## src/rtl/image_loader_pkg.sv

```systemverilog
// Shared constants for the MNIST front end: input RAM map, pixel format
// and loader FSM state codes.
package image_loader_pkg;

   localparam int ADDR_W    = 10;
   localparam int DATA_W    = 16;
   localparam int PIX_W     = 8;
   localparam int FRAC_BITS = 11;
   localparam int N_PIXELS  = 784;

   // BRAM_ADDRS: base of the network input activation RAM
   localparam logic [ADDR_W-1:0] INPUT = 10'd64;

   localparam logic [1:0] S_IDLE = 2'd0;
   localparam logic [1:0] S_LOAD = 2'd1;
   localparam logic [1:0] S_KICK = 2'd2;
   localparam logic [1:0] S_WAIT = 2'd3;

endpackage

```

## src/rtl/image_loader_if.sv

```systemverilog
// Pixel stream into the loader: one 8-bit pixel per valid/ready beat,
// Sof marks pixel 0 of a frame.
interface image_loader_if;
   import image_loader_pkg::*;

   logic             Sof;
   logic             PixValid;
   logic [PIX_W-1:0] PixData;
   logic             PixReady;

   modport master (
      output Sof, PixValid, PixData,
      input  PixReady
   );

   modport slave (
      input  Sof, PixValid, PixData,
      output PixReady
   );

endinterface

```

## src/rtl/image_loader_pixel_to_fixed.sv

```systemverilog
// Greyscale 0..255 to fixed point with FRAC_BITS fraction bits; the top
// bits are folded back in so 255 maps to just under 1.0.
module image_loader_pixel_to_fixed
   import image_loader_pkg::*;
#(
   parameter int DW = DATA_W
) (
   input  logic [PIX_W-1:0] pix,
   output logic [DW-1:0]    fix
);

   localparam int SH = FRAC_BITS - PIX_W;

   logic [DW-1:0] wide;

   assign wide = DW'(pix);
   assign fix  = (wide << SH) + (wide >> (PIX_W - SH));

endmodule

```

## src/rtl/image_loader.sv

```systemverilog
// Frame loader: writes 784 converted pixels into the input RAM, kicks
// the network and holds off the next frame until its result is ready.
module image_loader #(
   parameter int ADDR_W = 10,
   parameter int DATA_W = 16,
   parameter int N_PIXELS = image_loader_pkg::N_PIXELS,
   parameter logic [ADDR_W-1:0] BASE_ADDR = image_loader_pkg::INPUT
) (
   input  logic              Clk,
   input  logic              Reset,
   image_loader_if.slave     pix,
   output logic              WrEn,
   output logic [ADDR_W-1:0] WrAddr,
   output logic [DATA_W-1:0] WrData,
   output logic              Compute,
   input  logic              NnReady,
   output logic              Busy,
   output logic              FrameErr,
   input  logic              ErrClr
);
   import image_loader_pkg::*;

   localparam int CNT_W = $clog2(N_PIXELS);

   logic [1:0]        state;
   logic [1:0]        state_nx;
   logic [CNT_W-1:0]  cnt;
   logic [CNT_W-1:0]  idx;
   logic [1:0]        hold;
   logic              pix_ready;
   logic              acc;
   logic              stray;
   logic              restart;
   logic              wr_go;
   logic              last;
   logic              released;
   logic [DATA_W-1:0] fix;

   image_loader_pixel_to_fixed #(
      .DW (DATA_W)
   ) u_p2f (
      .pix (pix.PixData),
      .fix (fix)
   );

   assign pix.PixReady = pix_ready;

   assign acc      = pix.PixValid & pix_ready;
   assign stray    = acc & ~pix.Sof & (state == S_IDLE);
   assign restart  = acc & pix.Sof & (state == S_LOAD);
   assign wr_go    = acc & ~stray;
   assign idx      = pix.Sof ? '0 : cnt;
   assign last     = wr_go & (idx == CNT_W'(N_PIXELS - 1));
   // hold reaches 2 two cycles after Compute, masking a stale NnReady
   assign released = (state == S_WAIT) & (hold == 2'd2) & NnReady;

   always_comb begin
      state_nx = state;
      unique case (1'b1)
         (state == S_IDLE): if (wr_go) state_nx = S_LOAD;
         (state == S_LOAD): if (last) state_nx = S_KICK;
         (state == S_KICK): state_nx = S_WAIT;
         (state == S_WAIT): if (released) state_nx = S_IDLE;
         default:           state_nx = S_IDLE;
      endcase
   end

   always_ff @(posedge Clk) begin
      if (Reset) begin
         state     <= S_IDLE;
         pix_ready <= 1'b0;
         cnt       <= '0;
         hold      <= '0;
         WrEn      <= 1'b0;
         WrAddr    <= BASE_ADDR;
         WrData    <= '0;
         Compute   <= 1'b0;
         Busy      <= 1'b0;
         FrameErr  <= 1'b0;
      end else begin
         state     <= state_nx;
         pix_ready <= (state_nx == S_IDLE) | (state_nx == S_LOAD);
         WrEn      <= wr_go;
         Compute   <= (state == S_KICK);
         if (wr_go) begin
            cnt    <= last ? '0 : idx + 1'b1;
            WrAddr <= BASE_ADDR + ADDR_W'(idx);
            WrData <= fix;
         end
         if (state == S_KICK)
            hold <= '0;
         else if ((state == S_WAIT) && (hold != 2'd2))
            hold <= hold + 1'b1;
         if (wr_go)
            Busy <= 1'b1;
         else if (released)
            Busy <= 1'b0;
         if (stray | restart)
            FrameErr <= 1'b1;
         else if (ErrClr)
            FrameErr <= 1'b0;
      end
   end

endmodule

```

## src/flat_wrapper.sv

```systemverilog
// flat-port wrapper written by rule: the top's interface ports become plain ports
module image_loader_flat import image_loader_pkg::*;
#(
   parameter int ADDR_W = 10,
   parameter int DATA_W = 16,
   parameter int N_PIXELS = image_loader_pkg::N_PIXELS,
   parameter logic [ADDR_W-1:0] BASE_ADDR = image_loader_pkg::INPUT
)
  (Clk, Reset, WrEn, WrAddr, WrData, Compute, NnReady, Busy, FrameErr, ErrClr, pix_Sof, pix_PixValid, pix_PixData, pix_PixReady);
  image_loader_if pix_i ();
  input  logic Clk;
  input  logic Reset;
  output logic WrEn;
  output logic [ADDR_W-1:0] WrAddr;
  output logic [DATA_W-1:0] WrData;
  output logic Compute;
  input  logic NnReady;
  output logic Busy;
  output logic FrameErr;
  input  logic ErrClr;
  input wire logic [$bits(pix_i.Sof)-1:0] pix_Sof;
  input wire logic [$bits(pix_i.PixValid)-1:0] pix_PixValid;
  input wire logic [$bits(pix_i.PixData)-1:0] pix_PixData;
  output wire logic [$bits(pix_i.PixReady)-1:0] pix_PixReady;
  assign pix_i.Sof = pix_Sof;
  assign pix_i.PixValid = pix_PixValid;
  assign pix_i.PixData = pix_PixData;
  assign pix_PixReady = pix_i.PixReady;
  image_loader #(.ADDR_W(ADDR_W), .DATA_W(DATA_W), .N_PIXELS(N_PIXELS), .BASE_ADDR(BASE_ADDR)) u_core (.Clk(Clk), .Reset(Reset), .pix(pix_i), .WrEn(WrEn), .WrAddr(WrAddr), .WrData(WrData), .Compute(Compute), .NnReady(NnReady), .Busy(Busy), .FrameErr(FrameErr), .ErrClr(ErrClr));
endmodule
```

## config.mk

```make
export PLATFORM = sky130hd
export DESIGN_NAME = image_loader_flat
export DESIGN_NICKNAME = d
export VERILOG_FILES = /design/src/rtl/image_loader_pkg.sv /design/src/rtl/image_loader_if.sv /design/src/rtl/image_loader_pixel_to_fixed.sv /design/src/rtl/image_loader.sv /design/src/flat_wrapper.sv
export SDC_FILE = /design/constraint.sdc
export NUM_CORES = 1
export LEC_CHECK = 0
export CORE_ASPECT_RATIO = 0.75
export CORE_MARGIN = 4
export CORE_UTILIZATION = 40
export CTS_CLUSTER_DIAMETER = 40
export DETAILED_ROUTE_END_ITERATION = 6
export GPL_TIMING_DRIVEN = 0
export PLACE_DENSITY = 0.67
export SLEW_MARGIN = 20
export SYNTH_ARGS = -nofsm -noshare
export SYNTH_HDL_FRONTEND = slang
export SYNTH_SLANG_ARGS = --single-unit
```

## constraint.sdc

```tcl
create_clock -name Clk -period 2.6 [get_ports Clk]
set_input_delay 0.52 -clock Clk [delete_from_list [all_inputs] [get_ports Clk]]
set_output_delay 0.52 -clock Clk [all_outputs]
set_load 0.01 [all_outputs]
```

Word level (Yosys, flattened, before mapping)
Index checks and enable logic that the tools add are counted.

word-level totals
  register bits = 45
  bits of input ports = 14
  output and inout port bits = 31
  logic and storage cells = 50

operators by class
  $add $sub $neg = 4
  equal/unequal tests = 7
  multiplexer cells = 10
  bitwise logic cells = 13
  reductions and logical operators = 6

operator list
  kind                     number
  $mux W10                 2
  $add A11 B3 Y12          1
  $add A10 B1 Y10 const B  1
  $add A7 B10 Y10 const A  1
  $eq A10 B10 Y1 const B   1
  $and A1 B1 Y1            9
  $pmux W2 S4              1
  $eq A2 B2 Y1 const B     3
  $mux W2                  3
  $eq A2 B1 Y1 const B     2
  $logic_not A2 Y1         2
  $mux W1                  4
  $reduce_bool A2 Y1       2
  $add A2 B1 Y2 const B    1
  $ne A2 B2 Y1 const B     1
  $not A1 Y1               2
  $or A1 B1 Y1             2
  $reduce_or A2 Y1         1
  $logic_and A1 B1 Y1      1

Logic depth before layout (Yosys ltp)
Gate-level depths: netlist of the first run.

  word-level depth = 10
  gate-level depth with buffers = 8
  mapped depth without buffers = 7

Cells and area by module
From an unflattened synthesis of the first run, not the netlist that was laid out.

unflattened totals
  cell total of the unflattened synthesis = 262
  area total of the unflattened synthesis = 2085.8 µm²

by module, submodules not included
  module                       times used  cells each  area each (µm²)  sequential area each (µm²)
  image_loader                 1           245         1961.9           900.9
  image_loader_pixel_to_fixed  1           17          123.9            0.0

Worst setup path after synthesis of the first run
Ideal clock, no wire load.

  path type = input to register
  start = input pix_Sof
  end = register u_core.pix_ready (netlist: u_core.pix.PixReady)
  setup time = 0.116 ns
  arrival = 1.883 ns
  required time = 2.484 ns
  path slack = 0.602 ns
  stages = 7
  path buffers = 1
  path through = clkbuf_1 nand2b_1 ha_1 and4bb_2 nand3_4 or3_1 and3b_1

on the way
  word-level cells in the longest chain between the ends = 10
  elaborated cells between the ends (all ways) = 14
  those cells by class = 2 x eq/ne; 4 x mux; 7 x bitwise; 1 x reduce/logical

ends and longest elaborated chain
  what                                              line                text
  start, declared                                   flat_wrapper.sv:21  input wire logic [$bits(pix_i.Sof)-1:0] pix_Sof;
  $not A1 Y1                                        image_loader.sv:49  assign stray = acc & ~pix.Sof & (state == S_IDLE);
  $and A1 B1 Y1 (2 in a row)                        image_loader.sv:49
  $not A1 Y1                                        image_loader.sv:51  assign wr_go = acc & ~stray;
  $and A1 B1 Y1                                     image_loader.sv:51
  $and A1 B1 Y1                                     image_loader.sv:53  assign last = wr_go & (idx == CNT_W'(N_PIXELS - 1));
  $mux W2                                           image_loader.sv:61  (state == S_LOAD): if (last) state_nx = S_KICK;
  $pmux W2 S4 *                                     image_loader.sv:59  unique case (1'b1)
  $eq A2 B1 Y1 or $logic_not A2 Y1 (tied branches)  image_loader.sv:82  pix_ready <= (state_nx == S_IDLE) | (state_nx == S_LOAD);
  $or A1 B1 Y1 *                                    image_loader.sv:82
  end signal, assigned                              image_loader.sv:82
  end, declared                                     image_loader.sv:30  logic pix_ready;

Every way passes the cells marked *; elsewhere a longest branch is shown, timed or not.
A chain may end at the register's enable or synchronous reset.

Worst setup path after layout of the first run
  start = input pix_Sof
  end = register u_core.pix_ready (netlist: u_core.pix.PixReady)

on the way
  elaborated cells between the ends (all ways) = 14
  those cells by class = 2 x eq/ne; 4 x mux; 7 x bitwise; 1 x reduce/logical

RTL lines
  what                                              line                text
  $mux W10 *                                        image_loader.sv:52  assign idx = pix.Sof ? '0 : cnt;
  named net u_core.idx[0]                           image_loader.sv:28  logic [CNT_W-1:0] idx;
  $eq A10 B10 Y1 *                                  image_loader.sv:53
  $and A1 B1 Y1 *                                   image_loader.sv:53
  $mux W2 *                                         image_loader.sv:61
  $pmux W2 S4 *                                     image_loader.sv:59
  $eq A2 B1 Y1 or $logic_not A2 Y1 (tied branches)  image_loader.sv:82
  $or A1 B1 Y1 *                                    image_loader.sv:82

Mark *: on every way through the listed nets, which the timed path passes. The rest lies on a longest branch.

==> summary.json, run 1 <==
{
  "synth": {
    "synthArstFlopShare_pct": 0,
    "synthesis.area_per_instance_um2": 8.39,
    "yosys.cell_types.count": 44,
    "yosys-top-cells-count": "sky130_fd_sc_hd__nand2_1, sky130_fd_sc_hd__dfxtp_1, sky130_fd_sc_hd__a21oi_1",
    "synthFlopType": "sky130_fd_sc_hd__dfxtp_1",
    "ys_warn_count": 0,
    "post-synth-top-count-cell": "sky130_fd_sc_hd__nand2_1",
    "synth_top_cells_by_area": "sky130_fd_sc_hd__dfxtp_1, sky130_fd_sc_hd__nand2_1, sky130_fd_sc_hd__a21oi_1, sky130_fd_sc_hd__buf_4, sky130_fd_sc_hd__nor2_1",
    "yosysTopAreaCell": "sky130_fd_sc_hd__dfxtp_1",
    "cell_area_after_synthesis_um2": 1760,
    "synth_enable_flop_cells": 0,
    "seq_area_frac_synth_pct": 42.0,
    "yosys_register_bits": 37,
    "syn_inst": 210,
    "synth_top_area_share_pct": 42.0
  },
  "timing": {
    "finalMaxSlewViolations": 0,
    "rsz_0062_raised_after_global_routing": "false",
    "hold_viol_final": 0,
    "timing.fmax_ghz": 0.456,
    "finalClockSkew_ps": 9.32,
    "timing.final.crit_share_pct": 84.4,
    "finalSetupViolCount": 0,
    "final.setup.tns_ps": 0,
    "layout_min_cycle_time_ps": 2190
  },
  "routing": {
    "detailedRoute.firstIterationViolations": 98,
    "detail_route.first_pass.iterations": 4,
    "drc_errors_left": 0,
    "ant_nets": 0,
    "avgRoutedWirePerCell_um": 13.8,
    "viasPerCell": 5.11,
    "routed_wirelength_um": 4350,
    "routed-via-count": 1611
  },
  "worst_setup_path": {
    "worst_setup_path_start_kind": "input port",
    "critical_path_class": "input port to flop",
    "path_buf_inv": 2,
    "critical_path_peak_fanout": 10,
    "path_delay_family": "simple AND/OR/NAND/NOR gates",
    "worst-endpoint-arrival_ps": 2380,
    "cp_slowest_stage_delay_ps": 370,
    "timing.critical_path.cells": "dlymetal6s2s_1 -> buf_6 -> nor2b_1 -> ha_1 -> and4b_4 -> nand3_4 -> or3_1 -> and3b_1",
    "cpMaxStageDelayCell": "sky130_fd_sc_hd__or3_1",
    "worst_setup_path_end_kind": "flop",
    "required_time_of_the_worst_setup_path_ps": 2790
  },
  "global_routing": {
    "total_track_usage_pct": 16.3,
    "maximum_number_of_pins_on_one_net_before_global_route_repair": 13,
    "number_of_global_route_vias_before_repair": 1475,
    "grt_first_pass_wirelength_um": 7140,
    "grt_antenna_before_repair": 0,
    "grt-ovfl-total": 0
  },
  "clocking": {
    "cts_tree": "done",
    "cts_made_buffers": 5,
    "cts.repair_timing.setup_buffer_count": 0,
    "path_clk_slew_ps": 80,
    "cts.sinks": 37,
    "clock_tree.buffer_depth": 2,
    "clock_latency_ps": 290,
    "ctsRootBufferMaster": "sky130_fd_sc_hd__clkbuf_8",
    "htreeDepth": 2
  },
  "final_layout": {
    "design.final.nets": 277,
    "layoutNonFillerInstCount": 315,
    "drive_above_1_share_pct": 13.1,
    "stdcell_area_um2": 2350,
    "antenna-diode-count": 0,
    "syn2layout_area_growth_pct": 33.4,
    "fillers": 427
  },
  "floorplanning": {
    "die_height_um": 65.5,
    "chipWidth_um": 84.6,
    "std_cell_rows": 20,
    "floorplan.initialDensity_pct": 42.4,
    "floorplan.core_area_um2": 4150,
    "design.die.area_um2": 5540,
    "io_pins": 45
  },
  "outcome": {
    "run_status": "finished clean"
  },
  "power_and_ir_drop": {
    "power.density_cell_area_nw_per_um2": 524,
    "power_leakage_uw": 0.000870,
    "vdd_drop_max_uv": 374,
    "design_power_total_uw": 1230
  },
  "place": {
    "buffer_ports.inserted": 38,
    "place_area_um2": 2230,
    "place.detailed.hpwl_um": 3130,
    "gp_congestion": 0.803,
    "post-place-cells": 307
  },
  "flow_run": {
    "timing.max_cap.violations": 0
  },
  "worst_hold_path": {
    "hp-class": "flop to flop"
  }
}
-- state kept, by name (all words and copies together) (netlist names) --
register             cells
u_core.Busy              1
u_core.FrameErr          1
u_core.hold              2
u_core.WrData            8
u_core.WrEn              1
u_core.WrAddr           10
u_core.cnt              10
u_core.Compute           1
u_core.pix.PixReady      1
u_core.state             2
-- what timing repair did --
| action | in CTS | in global routing |
|---|---|---|
| setup endpoints to repair | 0 | 4 |
| gates resized for setup | 0 | 3 |
| hold buffers | 0 | 0 |
-- routing by layer --
metal	up-vias	GRT usage [%]	share of wire, %
met3	5	3.88	5.0
li1	823	-	-
met1	737	24.5	54
met5	-	0	0
met2	46	22.1	40
met4	0	6.32	1.1
-- metrics by stage --
| stage | setup WS, ps | hold slack [ps] | util (%) |
|---|---|---|---|
| finish | 407 | 450 | 56.6 |
| global placement | -302 | 441 | 53.6 |
| detailed placement | -306 | 444 | 53.6 |
| floorplan | 602 | 449 | - |
| CTS | 4.48 | 455 | 56.5 |
| global route | 312 | 480 | 56.6 |
-- final timing paths --
kind	cells past startpoint	end	slack (ps)	start
max	8	u_core.pix.PixReady	410	pix_Sof
min	2	u_core.WrAddr[5]	450	u_core.WrAddr[5]
max reg2reg	6	u_core.pix.PixReady	610	u_core.cnt[0]
min reg2reg	2	u_core.WrAddr[5]	450	u_core.WrAddr[5]
-- cell usage in the layout, fill, tap and decap left out, types with 4 or more instances in the layout --
master                            Yosys  routed
sky130_fd_sc_hd__clkdlybuf4s50_1      0      37
sky130_fd_sc_hd__inv_1                4       4
sky130_fd_sc_hd__a21oi_1             24      24
sky130_fd_sc_hd__dfxtp_1             37      37
sky130_fd_sc_hd__ha_1                 4       4
sky130_fd_sc_hd__a311oi_1             4       4
sky130_fd_sc_hd__buf_2                8       8
sky130_fd_sc_hd__clkbuf_8             0       6
sky130_fd_sc_hd__nand3_1              6       6
sky130_fd_sc_hd__nand3b_1             4       4
sky130_fd_sc_hd__conb_1               1       5
sky130_fd_sc_hd__clkbuf_1             5       4
sky130_fd_sc_hd__o21ai_0              4       4
sky130_fd_sc_hd__nand4_1              4       4
sky130_fd_sc_hd__nand2_1             39      39
sky130_fd_sc_hd__nor2b_1              4       4
sky130_fd_sc_hd__a31oi_1              4       4
sky130_fd_sc_hd__nor2_1              14      14
sky130_fd_sc_hd__buf_4                8       8
-- worst min-delay path, stage by stage, from the launching register on --
cell                      delay [ps]
sky130_fd_sc_hd__dfxtp_1         310
sky130_fd_sc_hd__nand2_1          50
sky130_fd_sc_hd__a21oi_1          50
-- where the power goes --
group	switching, uW	internal (uW)
combinational	61.5	62.6
clock	211	312
sequential	7.20	577
-- layout make-up --
| class | instances | area [um2] | share of cell area, % |
|---|---|---|---|
| Multi-Input combinational cell | 151 | 891 | 37.9 |
| Tap cell | 55 | 68.8 | 2.93 |
| Inverter | 4 | 15.0 | 0.639 |
| Timing Repair Buffer | 38 | 383 | 16.3 |
| Sequential cell | 37 | 741 | 31.5 |
| Clock buffer | 6 | 82.6 | 3.51 |
| Buffer | 22 | 131 | 5.59 |
| Clock inverter | 2 | 37.5 | 1.60 |
-- cells by family after synthesis --
group / after synthesis / share of synthesized area (%)
AOI/OAI and AO/OA: 48 / 18.4
xor gates and xnor gates: 2 / 0.994
adders and majority gates: 4 / 2.84
buffers and inverters: 26 / 8.24
DFF: 37 / 42.0
and+or+nand+nor: 92 / 27.3
other: 1 / 0.213
No activity file was read; power rests on OpenSTA's default activity.
==> run 2: changes to the inputs <==
--- a/config.mk
+++ b/config.mk
@@ -11,7 +11,7 @@
 export CTS_CLUSTER_DIAMETER = 40
 export DETAILED_ROUTE_END_ITERATION = 6
 export GPL_TIMING_DRIVEN = 0
-export PLACE_DENSITY = 0.67
+export PLACE_DENSITY = 0.7
 export SLEW_MARGIN = 20
 export SYNTH_ARGS = -nofsm -noshare
 export SYNTH_HDL_FRONTEND = slang
==> constraint.sdc (replaced) <==
create_clock -name Clk -period 2 [get_ports Clk]
set_input_delay 0.4 -clock Clk [delete_from_list [all_inputs] [get_ports Clk]]
set_output_delay 0.4 -clock Clk [all_outputs]
set_load 0.01 [all_outputs]
==> run 2 against run 1 <==
Compared with the run above:
- cell count rose by 1.3%
- register-to-register slack got worse by 460 ps
- sequential share of layout area shrank 0.37 points
- total power rose by 16%
- combinational power is 37% higher
- first-iteration DRC count decreased by 6.1%
- clock-buffer cell count unchanged
- non-clock buffer count rose by 4
- sequential cell count stayed put
- critical path depth shrank 2
- global-route usage down 0.28 points
- critical path type is now flop to flop
==> summary.json, run 2 (synthesis gave the netlist of run 1 again) <==
{
  "timing": {
    "final.setup.tns": {"value": 0, "unit": "ps", "change": "unchanged"},
    "hold_viol_final": {"value": 0, "change": "unchanged"},
    "finalSetupViolCount": {"value": 0, "change": "unchanged"},
    "worst_slew_pin_slew_ps": 568,
    "timing.final.crit_share_pct": 92.5,
    "finalClockSkew": {"value": 7.05, "unit": "ps", "change": "was 9.32 ps"},
    "slew_headroom_pct": 62.1,
    "rsz_0062_raised_after_global_routing": {"value": "false", "change": "unchanged"},
    "layout_min_cycle_time_ps": 1850,
    "hold_slack": {"value": 452, "unit": "ps", "change": "was 450 ps"},
    "finalMaxSlewViolations": {"value": 0, "change": "unchanged"},
    "timing.fmax_ghz": 0.541
  },
  "global_routing": {
    "grt_first_pass_wirelength": {"value": 7040, "unit": "um", "change": "was 7140 um"},
    "grt-ovfl-total": {"value": 0, "change": "unchanged"},
    "grt_antenna_before_repair": {"value": 0, "change": "unchanged"},
    "total_track_usage": {"value": 16.0, "unit": "%", "change": "was 16.3%"},
    "number_of_global_route_vias_before_repair": {"value": 1456, "change": "was 1,475"},
    "maximum_number_of_pins_on_one_net_before_global_route_repair": {"value": 12, "change": "was 13"}
  },
  "clocking": {
    "clock_tree.buffer_depth": {"value": 2, "change": "unchanged"},
    "cts_made_buffers": {"value": 5, "change": "unchanged"},
    "cts.sinks": {"value": 37, "change": "unchanged"},
    "cts_tree": {"value": "done", "change": "unchanged"},
    "htreeDepth": {"value": 2, "change": "unchanged"},
    "path_clk_slew": {"value": 70, "unit": "ps", "change": "was 80 ps"},
    "clock_latency": {"value": 290, "unit": "ps", "change": "about the same"},
    "ctsRootBufferMaster": {"value": "sky130_fd_sc_hd__clkbuf_8", "change": "unchanged"}
  },
  "floorplanning": {
    "design.die.area": {"value": 5540, "unit": "um2", "change": "unchanged"},
    "std_cell_rows": {"value": 20, "change": "unchanged"},
    "floorplan.core_area": {"value": 4150, "unit": "um2", "change": "unchanged"},
    "chipWidth": {"value": 84.6, "unit": "um", "change": "unchanged"},
    "io_pins": {"value": 45, "change": "unchanged"},
    "die_height": {"value": 65.5, "unit": "um", "change": "unchanged"},
    "floorplan.initialDensity": {"value": 42.4, "unit": "%", "change": "unchanged"}
  },
  "final_layout": {
    "most-common-layout-cells": {"value": "sky130_fd_sc_hd__nand2_1, sky130_fd_sc_hd__clkdlybuf4s50_1, sky130_fd_sc_hd__dfxtp_1, sky130_fd_sc_hd__a21oi_1, sky130_fd_sc_hd__nor2_1", "change": "unchanged"},
    "design.final.nets": {"value": 281, "change": "was 277"},
    "fillers": {"value": 401, "change": "was 427"},
    "layoutNonFillerInstCount": {"value": 319, "change": "was 315"},
    "ff_latch_area": {"value": 741, "unit": "um2", "change": "unchanged"},
    "multi_input_comb_area": {"value": 923, "unit": "um2", "change": "was 891 um2"},
    "drive_above_1_share": {"value": 15.9, "unit": "%", "change": "was 13.1%"},
    "syn2layout_area_growth": {"value": 34.9, "unit": "%", "change": "was 33.4%"},
    "stdcell_area": {"value": 2380, "unit": "um2", "change": "was 2350 um2"},
    "layout_commonest_cell": {"value": "sky130_fd_sc_hd__nand2_1", "change": "unchanged"},
    "final_core_util": {"value": 57.2, "unit": "%", "change": "was 56.6%"},
    "biggestRegsByFlops": {"value": "u_core.WrAddr x10, u_core.cnt x10, u_core.WrData x8", "change": "unchanged"},
    "antenna-diode-count": {"value": 0, "change": "unchanged"}
  },
  "worst_setup_path": {
    "critical_path_class": {"value": "flop to flop", "change": "was input port to flop"},
    "critical_path_peak_fanout": {"value": 6, "change": "was 10"},
    "rrSetupSlack": {"value": 150, "unit": "ps", "change": "was 610 ps"},
    "r2r_endpoint": {"value": "u_core.pix.PixReady", "change": "unchanged"},
    "worst-endpoint-arrival": {"value": 2040, "unit": "ps", "change": "was 2380 ps"},
    "worst_setup_path_start_kind": {"value": "flop", "change": "was input port"},
    "required_time_of_the_worst_setup_path": {"value": 2190, "unit": "ps", "change": "was 2790 ps"},
    "worst_setup_path_end_kind": {"value": "flop", "change": "unchanged"},
    "worstReg2RegStart": {"value": "u_core.cnt[0]", "change": "unchanged"},
    "number_of_cell_instances_on_the_worst_register_to_register_path": {"value": 6, "change": "unchanged"}
  },
  "power_and_ir_drop": {
    "vdd_drop_max": {"value": 376, "unit": "uV", "change": "was 374 uV"},
    "power_leakage": {"value": 0.000872, "unit": "uW", "change": "was 0.000870 uW"},
    "power.density_cell_area": {"value": 600, "unit": "nW/um2", "change": "was 524 nW/um2"}
  },
  "routing": {
    "detail_route.first_pass.iterations": {"value": 4, "change": "unchanged"},
    "detailedRoute.firstIterationViolations": {"value": 92, "change": "was 98"},
    "avgRoutedWirePerCell": {"value": 13.4, "unit": "um", "change": "was 13.8 um"},
    "ant_nets": {"value": 0, "change": "unchanged"},
    "viasPerCell": {"value": 5.15, "change": "was 5.11"},
    "drc_errors_left": {"value": 0, "change": "unchanged"},
    "routed_wirelength": {"value": 4270, "unit": "um", "change": "was 4350 um"},
    "routed-via-count": {"value": 1644, "change": "was 1,611"}
  },
  "worst_hold_path": {
    "timing.hold.worst.start": {"value": "u_core.WrAddr[4]", "change": "was u_core.WrAddr[5]"},
    "whs_path_depth": {"value": 2, "change": "unchanged"},
    "hp-class": {"value": "flop to flop", "change": "unchanged"},
    "min_to": {"value": "u_core.WrAddr[4]", "change": "was u_core.WrAddr[5]"}
  },
  "place": {
    "place.detailed.hpwl": {"value": 3000, "unit": "um", "change": "was 3130 um"},
    "post-place-cells": {"value": 307, "change": "unchanged"},
    "gp_congestion": {"value": 0.795, "change": "was 0.803"},
    "buffer_ports.inserted": {"value": 38, "change": "unchanged"},
    "place_area": {"value": 2230, "unit": "um2", "change": "unchanged"}
  },
  "flow_run": {
    "timing.max_cap.violations": {"value": 0, "change": "unchanged"}
  },
  "outcome": {
    "run_status": {"value": "finished clean", "change": "unchanged"}
  }
}
## run 2: how the worst max path moves through the flow
stage / slack [ps] / start / cells past startpoint / endpoint
2_1_floorplan: 120 / pix_Sof / 7 / u_core.pix.PixReady
3_3_place_gp: -770 / pix_Sof / 8 / u_core.pix.PixReady
3_5_place_dp: -770 / pix_Sof / 8 / u_core.pix.PixReady
4_1_cts: 30 / pix_Sof / 9 / u_core.cnt[6]
5_1_grt: 3 / u_core.cnt[6] / 8 / u_core.cnt[3]
6_report: 150 / u_core.cnt[0] / 6 / u_core.pix.PixReady
## run 2: timing repair
action	4_1_cts	5_1_grt
pin swaps	0	2
setup buffers	0	4
endpoints found under the setup margin	11	5
hold buffers	0	0
resized for setup	8	9
## run 2: layout make-up
cell class	instances	share of cell area [%]
repair buffers	42	17.1
inverters	4	0.632
well taps	55	2.89
plain buffers	22	5.95
flip-flops and latches	37	31.2
multi-input cells	151	38.8
clock buffers	6	3.05
clock inverters	2	0.421
## run 2: report_power, final
| group | switching [uW] | internal [uW] | leakage, uW |
|---|---|---|---|
| Clock | 254 | 241 | 0.0000450 |
| Sequential | 9.13 | 751 | 0.000300 |
| Combinational | 83.9 | 86.5 | 0.000527 |
## run 2: worst max-delay path: stages (launching register included)
cell                      delay, ps
sky130_fd_sc_hd__dfxtp_1        380
sky130_fd_sc_hd__nor2b_4        190
sky130_fd_sc_hd__ha_2           220
sky130_fd_sc_hd__and4b_4        300
sky130_fd_sc_hd__nand3_4        100
sky130_fd_sc_hd__or3_1          370
sky130_fd_sc_hd__and3b_1        180
## run 2: per-stage QoR
step | power, uW | worst slack [ps]
after floorplan | 863 | 122
after global placement | 937 | -769
after detailed placement | 938 | -774
after CTS | 1440 | 27.6
after global routing | 1510 | 3.35
final | 1430 | 150
## run 2: metal layers
metal | GRT usage [%] | wire, um | up-vias | share of wire, %
li1 | - | - | 829 | -
met1 | 22.9 | 2200 | 768 | 51
met2 | 23.0 | 1800 | 47 | 42
met3 | 5.76 | 278 | 0 | 6.5
met4 | 3.56 | 0 | 0 | 0
met5 | 0 | 0 | - | 0
